File: src/rtl/psg_mixer_nch.sv
`default_nettype none
// +----------------------------------------------------------------------------+
// | Module   : psg_mixer_nch                                                   |
// | Purpose  : Serial N-channel stereo PSG mixer. Each frame strobe captures   |
// |            all channel samples and pan codes, then walks the channels one  |
// |            per cycle, applying a 2-bit gain code to each. The frame result |
// |            (stereo, mono or mute) is averaged over 2^DECIM_LOG2 frames and |
// |            saturated to OUT_W bits.                                        |
// | Ports    : clk, reset_n     clock, asynchronous active-low reset           |
// |            ce               frame strobe, one input frame per pulse        |
// |            ch_in            packed samples, channel k at [k*IN_W +: IN_W]  |
// |            pan_l, pan_r     2-bit gain code per channel (off,1/4,1/2,1)    |
// |            mode             0 stereo, 1 mono, 2 mute, 3 stereo             |
// |            clear_flags      clears clip/overrun (a same-cycle set wins)    |
// |            out_l, out_r     averaged output samples, held between updates |
// |            out_valid        one-cycle pulse when out_l/out_r update        |
// |            clip, overrun    sticky saturation / dropped-frame flags        |
// | Revision : 1.0  initial release                                            |
// +----------------------------------------------------------------------------+
module psg_mixer_nch #(
  parameter int CHANNELS   = 3,
  parameter int IN_W       = 8,
  parameter int OUT_W      = 10,
  parameter int DECIM_LOG2 = 2
) (
  input  logic                     clk,
  input  logic                     reset_n,
  input  logic                     ce,
  input  logic [CHANNELS*IN_W-1:0] ch_in,
  input  logic [2*CHANNELS-1:0]    pan_l,
  input  logic [2*CHANNELS-1:0]    pan_r,
  input  logic [1:0]               mode,
  input  logic                     clear_flags,
  output logic [OUT_W-1:0]         out_l,
  output logic [OUT_W-1:0]         out_r,
  output logic                     out_valid,
  output logic                     clip,
  output logic                     overrun
);

  // Frame sum width: one extra bit per doubling of channel count, and at
  // least one bit of headroom even for a single channel.
  localparam int CLOG = (CHANNELS > 1) ? $clog2(CHANNELS) : 0;
  localparam int SW   = (CLOG > 0) ? (IN_W + CLOG) : (IN_W + 1);
  localparam int AW   = SW + DECIM_LOG2;
  localparam int IDXW = (CHANNELS > 1) ? $clog2(CHANNELS) : 1;
  localparam int CNTW = (DECIM_LOG2 > 0) ? DECIM_LOG2 : 1;
  // Comparison width wide enough for both the average and the output limit.
  localparam int CW   = ((SW > OUT_W) ? SW : OUT_W) + 1;

  localparam logic [IDXW-1:0] LAST_IDX = IDXW'(CHANNELS - 1);
  localparam logic [CNTW-1:0] LAST_CNT = CNTW'((1 << DECIM_LOG2) - 1);
  localparam logic [CW-1:0]   MAX_OUT  = {{(CW-OUT_W){1'b0}}, {OUT_W{1'b1}}};
  localparam logic [1:0]      MODE_MONO = 2'd1;
  localparam logic [1:0]      MODE_MUTE = 2'd2;

  typedef enum logic [1:0] {
    S_IDLE   = 2'd0,
    S_ACCUM  = 2'd1,
    S_FINISH = 2'd2
  } state_t;

  state_t                     state_q, state_d;
  logic [IDXW-1:0]            idx_q, idx_d;
  logic [CNTW-1:0]            cnt_q, cnt_d;
  logic [CHANNELS*IN_W-1:0]   ch_sh_q, ch_sh_d;
  logic [2*CHANNELS-1:0]      pl_sh_q, pl_sh_d;
  logic [2*CHANNELS-1:0]      pr_sh_q, pr_sh_d;
  logic [1:0]                 mode_sh_q, mode_sh_d;
  logic [SW-1:0]              sum_l_q, sum_l_d;
  logic [SW-1:0]              sum_r_q, sum_r_d;
  logic [AW-1:0]              acc_l_q, acc_l_d;
  logic [AW-1:0]              acc_r_q, acc_r_d;
  logic [OUT_W-1:0]           out_l_q, out_l_d;
  logic [OUT_W-1:0]           out_r_q, out_r_d;
  logic                       valid_q, valid_d;
  logic                       clip_q, clip_d;
  logic                       ovr_q, ovr_d;

  // Gain code: 0 off, 1 quarter, 2 half, 3 full; result truncated to IN_W.
  function automatic logic [IN_W-1:0] apply_gain(input logic [1:0] code,
                                                 input logic [IN_W-1:0] x);
    logic [IN_W-1:0] g;
    case (code)
      2'd0:    g = '0;
      2'd1:    g = x >> 2;
      2'd2:    g = x >> 1;
      default: g = x;
    endcase
    return g;
  endfunction

  // Current channel, selected from the shadow copy taken at the frame strobe.
  logic [IN_W-1:0] cur_smp;
  logic [1:0]      cur_pl;
  logic [1:0]      cur_pr;

  assign cur_smp = ch_sh_q[int'(idx_q)*IN_W +: IN_W];
  assign cur_pl  = pl_sh_q[int'(idx_q)*2 +: 2];
  assign cur_pr  = pr_sh_q[int'(idx_q)*2 +: 2];

  // Frame result after mode, window sum including this frame, and the
  // averaged/saturated values used when the window closes.
  logic [SW:0]      mono_sum;
  logic [SW-1:0]    fin_l, fin_r;
  logic [AW-1:0]    acc_sum_l, acc_sum_r;
  logic [CW-1:0]    avg_l, avg_r;
  logic             sat_l, sat_r;
  logic [OUT_W-1:0] res_l, res_r;

  always_comb begin
    mono_sum = {1'b0, sum_l_q} + {1'b0, sum_r_q};
    fin_l    = sum_l_q;
    fin_r    = sum_r_q;
    if (mode_sh_q == MODE_MONO) begin
      fin_l = SW'(mono_sum >> 1);
      fin_r = SW'(mono_sum >> 1);
    end else if (mode_sh_q == MODE_MUTE) begin
      fin_l = '0;
      fin_r = '0;
    end
    acc_sum_l = acc_l_q + AW'(fin_l);
    acc_sum_r = acc_r_q + AW'(fin_r);
    avg_l     = CW'(SW'(acc_sum_l >> DECIM_LOG2));
    avg_r     = CW'(SW'(acc_sum_r >> DECIM_LOG2));
    sat_l     = (avg_l > MAX_OUT);
    sat_r     = (avg_r > MAX_OUT);
    res_l     = sat_l ? {OUT_W{1'b1}} : avg_l[OUT_W-1:0];
    res_r     = sat_r ? {OUT_W{1'b1}} : avg_r[OUT_W-1:0];
  end

  // Next-state logic.
  logic clip_set;
  logic ovr_set;

  always_comb begin
    state_d   = state_q;
    idx_d     = idx_q;
    cnt_d     = cnt_q;
    ch_sh_d   = ch_sh_q;
    pl_sh_d   = pl_sh_q;
    pr_sh_d   = pr_sh_q;
    mode_sh_d = mode_sh_q;
    sum_l_d   = sum_l_q;
    sum_r_d   = sum_r_q;
    acc_l_d   = acc_l_q;
    acc_r_d   = acc_r_q;
    out_l_d   = out_l_q;
    out_r_d   = out_r_q;
    valid_d   = 1'b0;
    clip_set  = 1'b0;
    // Any strobe outside IDLE (including the FINISH cycle) is a dropped frame.
    ovr_set   = ce && (state_q != S_IDLE);

    case (state_q)
      S_IDLE: begin
        if (ce) begin
          ch_sh_d   = ch_in;
          pl_sh_d   = pan_l;
          pr_sh_d   = pan_r;
          mode_sh_d = mode;
          sum_l_d   = '0;
          sum_r_d   = '0;
          idx_d     = '0;
          state_d   = S_ACCUM;
        end
      end
      S_ACCUM: begin
        sum_l_d = sum_l_q + SW'(apply_gain(cur_pl, cur_smp));
        sum_r_d = sum_r_q + SW'(apply_gain(cur_pr, cur_smp));
        if (idx_q == LAST_IDX) begin
          state_d = S_FINISH;
        end else begin
          idx_d = idx_q + 1'b1;
        end
      end
      S_FINISH: begin
        if (cnt_q == LAST_CNT) begin
          cnt_d    = '0;
          acc_l_d  = '0;
          acc_r_d  = '0;
          out_l_d  = res_l;
          out_r_d  = res_r;
          valid_d  = 1'b1;
          clip_set = sat_l | sat_r;
        end else begin
          cnt_d   = cnt_q + 1'b1;
          acc_l_d = acc_sum_l;
          acc_r_d = acc_sum_r;
        end
        state_d = S_IDLE;
      end
      default: state_d = S_IDLE;
    endcase

    // Set has priority over the clear request.
    clip_d = (clip_q & ~clear_flags) | clip_set;
    ovr_d  = (ovr_q  & ~clear_flags) | ovr_set;
  end

  always_ff @(posedge clk or negedge reset_n) begin
    if (!reset_n) begin
      state_q   <= S_IDLE;
      idx_q     <= '0;
      cnt_q     <= '0;
      ch_sh_q   <= '0;
      pl_sh_q   <= '0;
      pr_sh_q   <= '0;
      mode_sh_q <= '0;
      sum_l_q   <= '0;
      sum_r_q   <= '0;
      acc_l_q   <= '0;
      acc_r_q   <= '0;
      out_l_q   <= '0;
      out_r_q   <= '0;
      valid_q   <= 1'b0;
      clip_q    <= 1'b0;
      ovr_q     <= 1'b0;
    end else begin
      state_q   <= state_d;
      idx_q     <= idx_d;
      cnt_q     <= cnt_d;
      ch_sh_q   <= ch_sh_d;
      pl_sh_q   <= pl_sh_d;
      pr_sh_q   <= pr_sh_d;
      mode_sh_q <= mode_sh_d;
      sum_l_q   <= sum_l_d;
      sum_r_q   <= sum_r_d;
      acc_l_q   <= acc_l_d;
      acc_r_q   <= acc_r_d;
      out_l_q   <= out_l_d;
      out_r_q   <= out_r_d;
      valid_q   <= valid_d;
      clip_q    <= clip_d;
      ovr_q     <= ovr_d;
    end
  end

  assign out_l     = out_l_q;
  assign out_r     = out_r_q;
  assign out_valid = valid_q;
  assign clip      = clip_q;
  assign overrun   = ovr_q;

endmodule
`default_nettype wire

File: config.mk
export PLATFORM = sky130hd
export DESIGN_NAME = psg_mixer_nch
export DESIGN_NICKNAME = d
export VERILOG_FILES = /design/src/rtl/psg_mixer_nch.sv
export SDC_FILE = /design/constraint.sdc
export NUM_CORES = 1
export LEC_CHECK = 0
export BUFFER_PORTS_ARGS = -buffer_cell sky130_fd_sc_hd__buf_2
export CAP_MARGIN = 5
export CORE_MARGIN = 3
export CORE_UTILIZATION = 55
export DETAILED_ROUTE_END_ITERATION = 10
export GPL_TIMING_DRIVEN = 0
export HOLD_SLACK_MARGIN = 0.02
export PLACE_DENSITY = 0.79
export SYNTH_ARGS = -nofsm -noshare
export SYNTH_HDL_FRONTEND = slang
export SYNTH_SLANG_ARGS = --single-unit
File: constraint.sdc
create_clock -name clk -period 5 [get_ports clk]
set_clock_uncertainty 0.1 [all_clocks]
set_input_delay 0.5 -clock clk [delete_from_list [all_inputs] [get_ports clk]]
set_output_delay 0.5 -clock clk [all_outputs]
set_load 0.03 [all_outputs]
==> impl_metrics.prom, run 1 <==
# TYPE chip_impl_metric gauge
chip_impl_info{name="status",value="complete, no violations"} 1
chip_impl_metric{name="dr.pass1.iters",unit=""} 6
chip_impl_metric{name="die-width",unit="um"} 119
chip_impl_info{name="synth_largest_area_cell",value="sky130_fd_sc_hd__dfrtp_1"} 1
chip_impl_metric{name="wl",unit="um"} 16600
chip_impl_info{name="rr_startpoint",value="sum_l_q[0]$_DFFE_PN0P_"} 1
chip_impl_metric{name="port_buffers",unit=""} 64
chip_impl_metric{name="yosys.cell_types.count",unit=""} 56
chip_impl_metric{name="cts_inserted_buffers",unit=""} 9
chip_impl_metric{name="finalSetupTns",unit="ns"} 0
chip_impl_metric{name="grt_use_total",unit=""} 0.245
chip_impl_metric{name="post-cts-setup-buffer-count",unit=""} 0
chip_impl_metric{name="multi_input_logic_area",unit="mm^2"} 0.00401
chip_impl_metric{name="met2WireLength",unit="um"} 8010
chip_impl_metric{name="detail_route.iter0.violations",unit=""} 468
chip_impl_metric{name="synth-async-reset-ratio",unit=""} 1.00
chip_impl_metric{name="timing.critical_path.fanout_max",unit=""} 5
chip_impl_metric{name="area_growth_syn_to_layout",unit="%"} 12.1
chip_impl_metric{name="final_net_count",unit=""} 978
chip_impl_metric{name="cts_max_level",unit=""} 3
chip_impl_metric{name="detail_route.wirelength.met1",unit="um"} 7130
chip_impl_info{name="worst_setup_path_end_kind",value="flip-flop"} 1
chip_impl_info{name="cp_slowest_cell",value="sky130_fd_sc_hd__or4b_1"} 1
chip_impl_metric{name="required_time_at_the_endpoint_of_the_critical_path",unit="ns"} 5.16
chip_impl_metric{name="dpl_worst_slack",unit="ns"} 1.01
chip_impl_info{name="timing.rr.end",value="acc_r_q[10]$_DFFE_PN0P_"} 1
chip_impl_metric{name="syn-mean-instance-area",unit="um^2"} 8.70
chip_impl_metric{name="netlist_instances",unit=""} 808
chip_impl_metric{name="row_count",unit=""} 40
chip_impl_metric{name="grt_max_degree",unit=""} 57
chip_impl_metric{name="fin_ws",unit="ns"} 0.881
chip_impl_info{name="timing.setup.critical_path_class",value="reg -> reg"} 1
chip_impl_metric{name="avgRoutedWirePerCell",unit="um"} 15.7
chip_impl_metric{name="postRouteAntennaNets",unit=""} 0
chip_impl_info{name="timing.critical_path.to",value="acc_r_q[10]$_DFFE_PN0P_"} 1
chip_impl_metric{name="clock_sink_count",unit=""} 111
chip_impl_metric{name="synthesis.nets",unit=""} 902
chip_impl_metric{name="post_synth_instance_area",unit="mm^2"} 0.00703
chip_impl_metric{name="ys_ff_latch",unit=""} 111
chip_impl_metric{name="final_period_minus_worst_setup_slack",unit="ns"} 4.12
chip_impl_metric{name="ctsResizeCount",unit=""} 0
chip_impl_metric{name="cts_buffer_depth",unit=""} 2
chip_impl_metric{name="yosys_warnings",unit=""} 0
chip_impl_info{name="critical_path.startpoint",value="sum_l_q[0]$_DFFE_PN0P_"} 1
chip_impl_metric{name="number_of_global_route_vias_before_repair",unit=""} 5982
chip_impl_metric{name="sequential_cell_area_fraction_in_the_yosys_report",unit=""} 0.395
chip_impl_info{name="synth_area_leaders",value="sky130_fd_sc_hd__dfrtp_1 40%, sky130_fd_sc_hd__nand2_1 11%, sky130_fd_sc_hd__ha_1 8.4%, sky130_fd_sc_hd__o21ai_0 5.7%, sky130_fd_sc_hd__a21oi_1 3.1%"} 1
chip_impl_info{name="tritoncts",value="yes"} 1
chip_impl_metric{name="cts_hold_buffers",unit=""} 0
chip_impl_info{name="path_cells",value="and2_1, fa_1, a211oi_1, o21bai_1, o21ai_0, mux2i_1, nand2_1, ha_1, and3_4, a221oi_2, a21boi_2, or4b_1, o311ai_1"} 1
chip_impl_metric{name="design.die.area",unit="mm^2"} 0.0142
chip_impl_metric{name="design.core.area",unit="mm^2"} 0.0123
chip_impl_info{name="critPathTopFamily",value="compound AO/OA/AOI/OAI gates"} 1
chip_impl_metric{name="via_count",unit=""} 6054
chip_impl_metric{name="drive_above_1_share",unit=""} 0.123
chip_impl_metric{name="cp_slowest_stage_delay",unit="ns"} 0.49
chip_impl_metric{name="relSlewSlack",unit=""} 0.520
chip_impl_metric{name="pwr_density_cell",unit="mW/mm^2"} 700
chip_impl_metric{name="floorplan.die.height",unit="um"} 119
chip_impl_metric{name="layout_worst_path_cycle_share",unit=""} 0.824
chip_impl_metric{name="dp_hpwl",unit="um"} 12600
chip_impl_metric{name="number_of_enable_type_register_cells_in_the_synthesized_netlist",unit=""} 0
chip_impl_metric{name="leakage_power",unit="nW"} 3.95
chip_impl_metric{name="critical_path_cell_count",unit=""} 13
chip_impl_metric{name="global_route_wire_length_before_repair",unit="um"} 28200
chip_impl_info{name="postSynth.topFlopCell",value="sky130_fd_sc_hd__dfrtp_1"} 1
chip_impl_metric{name="start_util",unit=""} 0.573
chip_impl_metric{name="timing.reg2reg.setup_slack",unit="ns"} 0.88
chip_impl_metric{name="via_per_inst",unit=""} 5.73
chip_impl_metric{name="worst_skew_pair.late_latency",unit="ns"} 0.37
chip_impl_metric{name="worst_case_vdd_ir_drop",unit="mV"} 0.347
chip_impl_metric{name="timing.final.hold_violations",unit=""} 0
chip_impl_metric{name="antenna_found_initial",unit=""} 0
chip_impl_info{name="hp-class",value="in -> async"} 1
chip_impl_metric{name="final.fill_count",unit=""} 1073
chip_impl_info{name="worst_setup_path_start_kind",value="flip-flop"} 1
chip_impl_metric{name="clk_transition_reported_paths",unit="ns"} 0.08
chip_impl_metric{name="worst-endpoint-arrival",unit="ns"} 4.28
chip_impl_metric{name="peak_clock_frequency_supported_by_timing",unit="MHz"} 243
chip_impl_info{name="dr.max_layer_used",value="met4"} 1
chip_impl_metric{name="register_area",unit="mm^2"} 0.00278
chip_impl_info{name="clk_root_buffer_cell",value="sky130_fd_sc_hd__clkbuf_16"} 1
chip_impl_metric{name="setup_violations",unit=""} 0
chip_impl_metric{name="io_pins",unit=""} 65
chip_impl_metric{name="drt_drc",unit=""} 0
chip_impl_metric{name="globalRoute.totalOverflow",unit=""} 0
chip_impl_metric{name="place.gp.congestion",unit=""} 0.906
chip_impl_metric{name="worst_r2r_path_depth",unit=""} 13
chip_impl_metric{name="antenna_cells",unit=""} 0
chip_impl_metric{name="met3RoutedLength",unit="um"} 858
chip_impl_metric{name="yosys.area.top_type_share",unit=""} 0.395
chip_impl_info{name="rsz_0062_raised_after_global_routing",value="false"} 1
chip_impl_metric{name="maxCapViolCount",unit=""} 0
chip_impl_metric{name="timing.critical_path.buf_inv",unit=""} 0
chip_impl_metric{name="max_slew.worst_pin.slew",unit="ns"} 0.720
chip_impl_info{name="most_frequently_used_cell_type_in_the_post_synthesis_netlist",value="sky130_fd_sc_hd__nand2_1"} 1
chip_impl_metric{name="timing.final.max_slew_violations",unit=""} 0
chip_impl_info{name="synth_commonest_cells",value="205 x sky130_fd_sc_hd__nand2_1, 111 x sky130_fd_sc_hd__dfrtp_1, 80 x sky130_fd_sc_hd__o21ai_0, 47 x sky130_fd_sc_hd__ha_1, 44 x sky130_fd_sc_hd__a21oi_1"} 1
-- area by class of cell --
type	instances	share of cell area
repair buffers	65	0.0445
inverters	24	0.0114
clock inverters	6	0.00651
flip-flops and latches	111	0.352
plain buffers	33	0.0194
multi-input cells	640	0.509
clock buffers	10	0.0303
well taps	168	0.0267
-- worst reg2reg max path, cell delays in order (launching register included) --
cell and delay [ns]:
sky130_fd_sc_hd__dfrtp_1 0.44, sky130_fd_sc_hd__and2_1 0.19, sky130_fd_sc_hd__fa_1 0.42, sky130_fd_sc_hd__a211oi_1 0.31, sky130_fd_sc_hd__o21bai_1 0.17, sky130_fd_sc_hd__o21ai_0 0.35
sky130_fd_sc_hd__mux2i_1 0.32, sky130_fd_sc_hd__nand2_1 0.16, sky130_fd_sc_hd__ha_1 0.38, sky130_fd_sc_hd__and3_4 0.19, sky130_fd_sc_hd__a221oi_2 0.29, sky130_fd_sc_hd__a21boi_2 0.11
sky130_fd_sc_hd__or4b_1 0.49, sky130_fd_sc_hd__o311ai_1 0.11
-- how the worst min path moves through the flow --
| stage | slack [ns] | cells past startpoint | endpoint | start |
|---|---|---|---|---|
| final | 0.07 | 1 | out_r[5]$_DFFE_PN0P_ | reset_n |
| after global routing | 0.13 | 1 | out_r[5]$_DFFE_PN0P_ | reset_n |
| after CTS | 0.10 | 1 | out_r[5]$_DFFE_PN0P_ | reset_n |
| after detailed placement | 0.36 | 2 | ch_sh_q[15]$_DFFE_PN0P_ | ch_sh_q[15]$_DFFE_PN0P_ |
| after global placement | 0.36 | 2 | ch_sh_q[17]$_DFFE_PN0P_ | ch_sh_q[17]$_DFFE_PN0P_ |
| after floorplan | 0.10 | 0 | acc_l_q[0]$_DFFE_PN0P_ | reset_n |
-- state kept, by name, indices dropped and copies added (netlist names), 2 cells and up --
name       flops
mode_sh_q      2
cnt_q          2
acc_r_q       12
out_l         10
sum_l_q       10
pr_sh_q        6
sum_r_q       10
idx_q          2
acc_l_q       12
pl_sh_q        6
ch_sh_q       24
state_q        2
out_r         10
-- placed cells by master, fill, tap and decap left out, drive strengths merged, types with 27 or more instances in the layout --
cell type / n
nand2: 205
dfrtp: 111
o21ai: 84
buf: 73
ha: 47
a21oi: 44
clkbuf: 35
nor2: 28
inv: 27
-- cells by family (layout without fill, tap and decap cells) --
logic type | after synthesis | in the layout | share of synthesized area
AND/OR/NAND/NOR | 297 | 297 | 0.179
adder cells (fa/ha/maj) | 52 | 52 | 0.0979
flip-flops | 111 | 111 | 0.395
AO/OA/AOI/OAI | 228 | 228 | 0.208
buffers and inverters | 57 | 138 | 0.0345
XOR/XNOR | 34 | 34 | 0.0424
multiplexers | 29 | 29 | 0.0434
-- where the power goes --
part           internal (mW)  total [mW]  switching [mW]
clock                  0.360       0.718           0.358
combinational           1.26        3.29            2.02
sequential              1.25        1.51           0.266
-- routing by layer --
layer | up-vias | GRT usage
met4 | 0 | 0.0920
met2 | 159 | 0.415
met1 | 2866 | 0.304
li1 | 2994 | -
met5 | - | 0
met3 | 35 | 0.0556
-- metrics by stage --
stage | power [mW] | hold slack, ns | instance area (um^2) | util | std cells
finish | 5.52 | 0.0749 | 7880 | 0.643 | 1057
global route | 6.05 | 0.130 | 7880 | 0.643 | 1057
CTS | 5.51 | 0.104 | 7880 | 0.643 | 1057
detailed placement | 4.77 | 0.362 | 7590 | 0.619 | 1041
global placement | 4.70 | 0.355 | 7560 | 0.617 | 1040
floorplan | 3.99 | 0.104 | 7030 | - | 808
Power figures use the tool's default switching activity.
==> inputs of run 2 (changes only) <==
--- a/config.mk
+++ b/config.mk
@@ -12,7 +12,7 @@
 export DETAILED_ROUTE_END_ITERATION = 10
 export GPL_TIMING_DRIVEN = 0
 export HOLD_SLACK_MARGIN = 0.02
-export PLACE_DENSITY = 0.79
+export PLACE_DENSITY = 0.82
 export SYNTH_ARGS = -nofsm -noshare
 export SYNTH_HDL_FRONTEND = slang
 export SYNTH_SLANG_ARGS = --single-unit
==> constraint.sdc (replaced) <==
create_clock -name clk -period 3.4 [get_ports clk]
set_clock_uncertainty 0.1 [all_clocks]
set_input_delay 0.34 -clock clk [delete_from_list [all_inputs] [get_ports clk]]
set_output_delay 0.34 -clock clk [all_outputs]
set_load 0.03 [all_outputs]
==> run 2 against run 1 <==
Against the previous run:
- the flow now finishes with violations (negative setup slack)
- clock-buffer cell count did not move
- clock power increased by 46%
- register-to-register slack got worse by 1.0 ns
- die area unchanged
- final cell count grew 2.4%
- largest cell class unchanged
- largest power group unchanged
==> impl_metrics.prom, run 2 (same netlist as run 1, synthesis figures left out) <==
# TYPE chip_impl_metric gauge
chip_impl_info{name="register_ranked_first_by_flip_flop_count",value="ch_sh_q"} 1
chip_impl_metric{name="io_pins",unit=""} 65
chip_impl_metric{name="final_period_minus_worst_setup_slack",unit="ns"} 3.56
chip_impl_info{name="status",value="complete, but fails checks"} 1
chip_impl_metric{name="cts_inserted_buffers",unit=""} 9
chip_impl_metric{name="peak_clock_frequency_supported_by_timing",unit="MHz"} 281
chip_impl_metric{name="final.fill_count",unit=""} 925
chip_impl_info{name="reg_top3",value="ch_sh_q (24), acc_l_q (12), acc_r_q (12)"} 1
chip_impl_metric{name="worst_case_vdd_ir_drop",unit="mV"} 0.598
chip_impl_metric{name="drive_above_1_share",unit=""} 0.216
chip_impl_info{name="worst_setup_path_start_kind",value="flip-flop"} 1
chip_impl_metric{name="cts_max_level",unit=""} 3
chip_impl_metric{name="met3_usage",unit=""} 0.0408
chip_impl_info{name="path_cells",value="and2_4, fa_2, a211oi_2, o21bai_2, a21oi_2, xor2_1, o21ai_1, ha_1, a21o_1, a221oi_2, a21boi_2, or4b_1, o311ai_1"} 1
chip_impl_info{name="mostFrequentLayoutCell",value="sky130_fd_sc_hd__nand2_1"} 1
chip_impl_metric{name="globalRoute.totalOverflow",unit=""} 0
chip_impl_info{name="hp-class",value="in -> reg"} 1
chip_impl_metric{name="leakage_power",unit="nW"} 4.09
chip_impl_metric{name="cp_slowest_stage_delay",unit="ns"} 0.47
chip_impl_metric{name="worst-endpoint-arrival",unit="ns"} 3.72
chip_impl_info{name="worst_setup_path_end_kind",value="flip-flop"} 1
chip_impl_metric{name="max_slew.worst_pin.slew",unit="ns"} 0.649
chip_impl_metric{name="timing.final.max_slew_violations",unit=""} 0
chip_impl_metric{name="timing.critical_path.buf_inv",unit=""} 0
chip_impl_metric{name="area_growth_syn_to_layout",unit="%"} 20.1
chip_impl_metric{name="use_met2",unit=""} 0.403
chip_impl_info{name="rsz_0062_raised_after_global_routing",value="true"} 1
chip_impl_metric{name="detail_route.iter0.violations",unit=""} 458
chip_impl_metric{name="dp_hpwl",unit="um"} 12600
chip_impl_info{name="violations",value="negative setup slack"} 1
chip_impl_info{name="cp_slowest_cell",value="sky130_fd_sc_hd__or4b_1"} 1
chip_impl_metric{name="relSlewSlack",unit=""} 0.567
chip_impl_metric{name="setup_violations",unit=""} 4
chip_impl_metric{name="dpl_worst_slack",unit="ns"} -0.356
chip_impl_info{name="timing.setup.critical_path_class",value="reg -> reg"} 1
chip_impl_metric{name="required_time_at_the_endpoint_of_the_critical_path",unit="ns"} 3.56
chip_impl_info{name="commonest_non_fill_non_tap_cells_in_the_layout",value="201 x sky130_fd_sc_hd__nand2_1, 107 x sky130_fd_sc_hd__dfrtp_1, 71 x sky130_fd_sc_hd__o21ai_0"} 1
chip_impl_metric{name="antenna_cells",unit=""} 0
chip_impl_metric{name="final_area",unit="mm^2"} 0.00844
chip_impl_metric{name="finalSetupTns",unit="ns"} -0.331
chip_impl_metric{name="postRouteAntennaNets",unit=""} 0
chip_impl_metric{name="grt_max_degree",unit=""} 72
chip_impl_metric{name="via_per_inst",unit=""} 5.96
chip_impl_metric{name="number_of_global_route_vias_before_repair",unit=""} 5890
chip_impl_metric{name="largest_register_ffs",unit=""} 24
chip_impl_info{name="tritoncts",value="yes"} 1
chip_impl_metric{name="gr-usage-met1",unit=""} 0.337
chip_impl_metric{name="design.core.area",unit="mm^2"} 0.0123
chip_impl_metric{name="dr.pass1.iters",unit=""} 6
chip_impl_metric{name="fin_ws",unit="ns"} -0.158
chip_impl_metric{name="port_buffers",unit=""} 64
chip_impl_metric{name="floorplan.die.height",unit="um"} 119
chip_impl_metric{name="timing.critical_path.fanout_max",unit=""} 3
chip_impl_metric{name="global_route_wire_length_before_repair",unit="um"} 28700
chip_impl_info{name="critPathTopFamily",value="compound AO/OA/AOI/OAI gates"} 1
chip_impl_metric{name="layout_worst_path_cycle_share",unit=""} 1.05
chip_impl_info{name="top_usage_layer",value="met2"} 1
chip_impl_metric{name="antenna_found_initial",unit=""} 0
chip_impl_metric{name="cts_buffer_depth",unit=""} 2
chip_impl_metric{name="design.die.area",unit="mm^2"} 0.0142
chip_impl_metric{name="start_util",unit=""} 0.573
chip_impl_metric{name="final_net_count",unit=""} 1003
chip_impl_metric{name="clock_sink_count",unit=""} 111
chip_impl_metric{name="die-width",unit="um"} 119
chip_impl_metric{name="place.gp.congestion",unit=""} 0.951
chip_impl_metric{name="placed_cell_area",unit="mm^2"} 0.00760
chip_impl_metric{name="worst_skew_pair.late_latency",unit="ns"} 0.36
chip_impl_metric{name="pwr_density_cell",unit="mW/mm^2"} 1070
chip_impl_metric{name="row_count",unit=""} 40
chip_impl_metric{name="maxCapViolCount",unit=""} 0
chip_impl_info{name="clk_root_buffer_cell",value="sky130_fd_sc_hd__clkbuf_16"} 1
chip_impl_metric{name="avgRoutedWirePerCell",unit="um"} 16.9
chip_impl_metric{name="timing.final.hold_violations",unit=""} 0
chip_impl_metric{name="via_count",unit=""} 6452
chip_impl_metric{name="grt_use_total",unit=""} 0.248
chip_impl_metric{name="final_core_util",unit=""} 0.689
chip_impl_metric{name="clk_transition_reported_paths",unit="ns"} 0.08
chip_impl_metric{name="wl",unit="um"} 18300
chip_impl_metric{name="finalHoldWorstSlack",unit="ns"} 0.0473
chip_impl_metric{name="drt_drc",unit=""} 0
==> run 2: cell types whose count changed in the layout (fill, tap and decap cells not counted), sizes merged <==
cell,change
buf,+24
dlygate4sd3,+1
==> run 2: worst paths after layout <==
kind                                        startpoint  slack [ns]  cells after the start                 endpoint
min in group asynchronous                      reset_n        0.40                      2     out_l[9]$_DFFE_PN0P_
worst min-delay path                       clear_flags        0.05                      2           clip$_DFF_PN0_
worst max-delay path            sum_l_q[0]$_DFFE_PN0P_       -0.16                     13  acc_r_q[10]$_DFFE_PN0P_
max in group asynchronous                      reset_n        2.06                      3  ch_sh_q[11]$_DFFE_PN0P_
worst max register to register  sum_l_q[0]$_DFFE_PN0P_       -0.16                     13  acc_r_q[10]$_DFFE_PN0P_
worst min register to register    out_l[9]$_DFFE_PN0P_        0.37                      2     out_l[9]$_DFFE_PN0P_
==> run 2: per-stage QoR <==
stage,total power [mW],instances
final,9.05,1082
after floorplan,5.88,808
after global placement,6.90,1040
after global routing,9.74,1082
after CTS,8.31,1067
after detailed placement,7.04,1041
==> run 2: area by class of cell <==
type                            instances  area (um^2)  area share
Clock inverter                          6         51.3     0.00608
Inverter                               24         90.1      0.0107
Buffer                                 32          158      0.0187
Clock buffer                           10          239      0.0283
Timing Repair Buffer                   91          552      0.0654
Tap cell                              168          210      0.0249
Multi-Input combinational cell        640         4360       0.516
Sequential cell                       111         2780       0.330
==> run 2: metal layers <==
layer	vias up	wire length, um
met1	3079	7810
li1	3056	-
met2	273	8760
met3	44	1180
met5	-	0
met4	0	520
==> run 2: worst register-to-register path, cell delays in order (launching register included) <==
cell and delay (ns):
sky130_fd_sc_hd__dfrtp_1 0.41, sky130_fd_sc_hd__and2_4 0.17, sky130_fd_sc_hd__fa_2 0.37, sky130_fd_sc_hd__a211oi_2 0.29, sky130_fd_sc_hd__o21bai_2 0.13, sky130_fd_sc_hd__a21oi_2 0.18, sky130_fd_sc_hd__xor2_1 0.21, sky130_fd_sc_hd__o21ai_1 0.11
sky130_fd_sc_hd__ha_1 0.33, sky130_fd_sc_hd__a21o_1 0.20, sky130_fd_sc_hd__a221oi_2 0.30, sky130_fd_sc_hd__a21boi_2 0.10, sky130_fd_sc_hd__or4b_1 0.47, sky130_fd_sc_hd__o311ai_1 0.10
==> run 2: where the power goes <==
part	internal (mW)	leakage, nW	switching, mW
Clock	0.530	0.145	0.515
Combinational	2.33	2.52	3.40
Sequential	1.84	1.43	0.429
Total	4.70	4.09	4.35
==> run 2: what timing repair did <==
action | 4_1_cts | 5_1_grt
endpoints found under the hold margin | 40 | 0
endpoints found under the setup margin | 16 | 31
buffers inserted | 9 | 17
pin swaps | 10 | 27
hold buffers | 1 | 0
gates resized for setup | 16 | 70
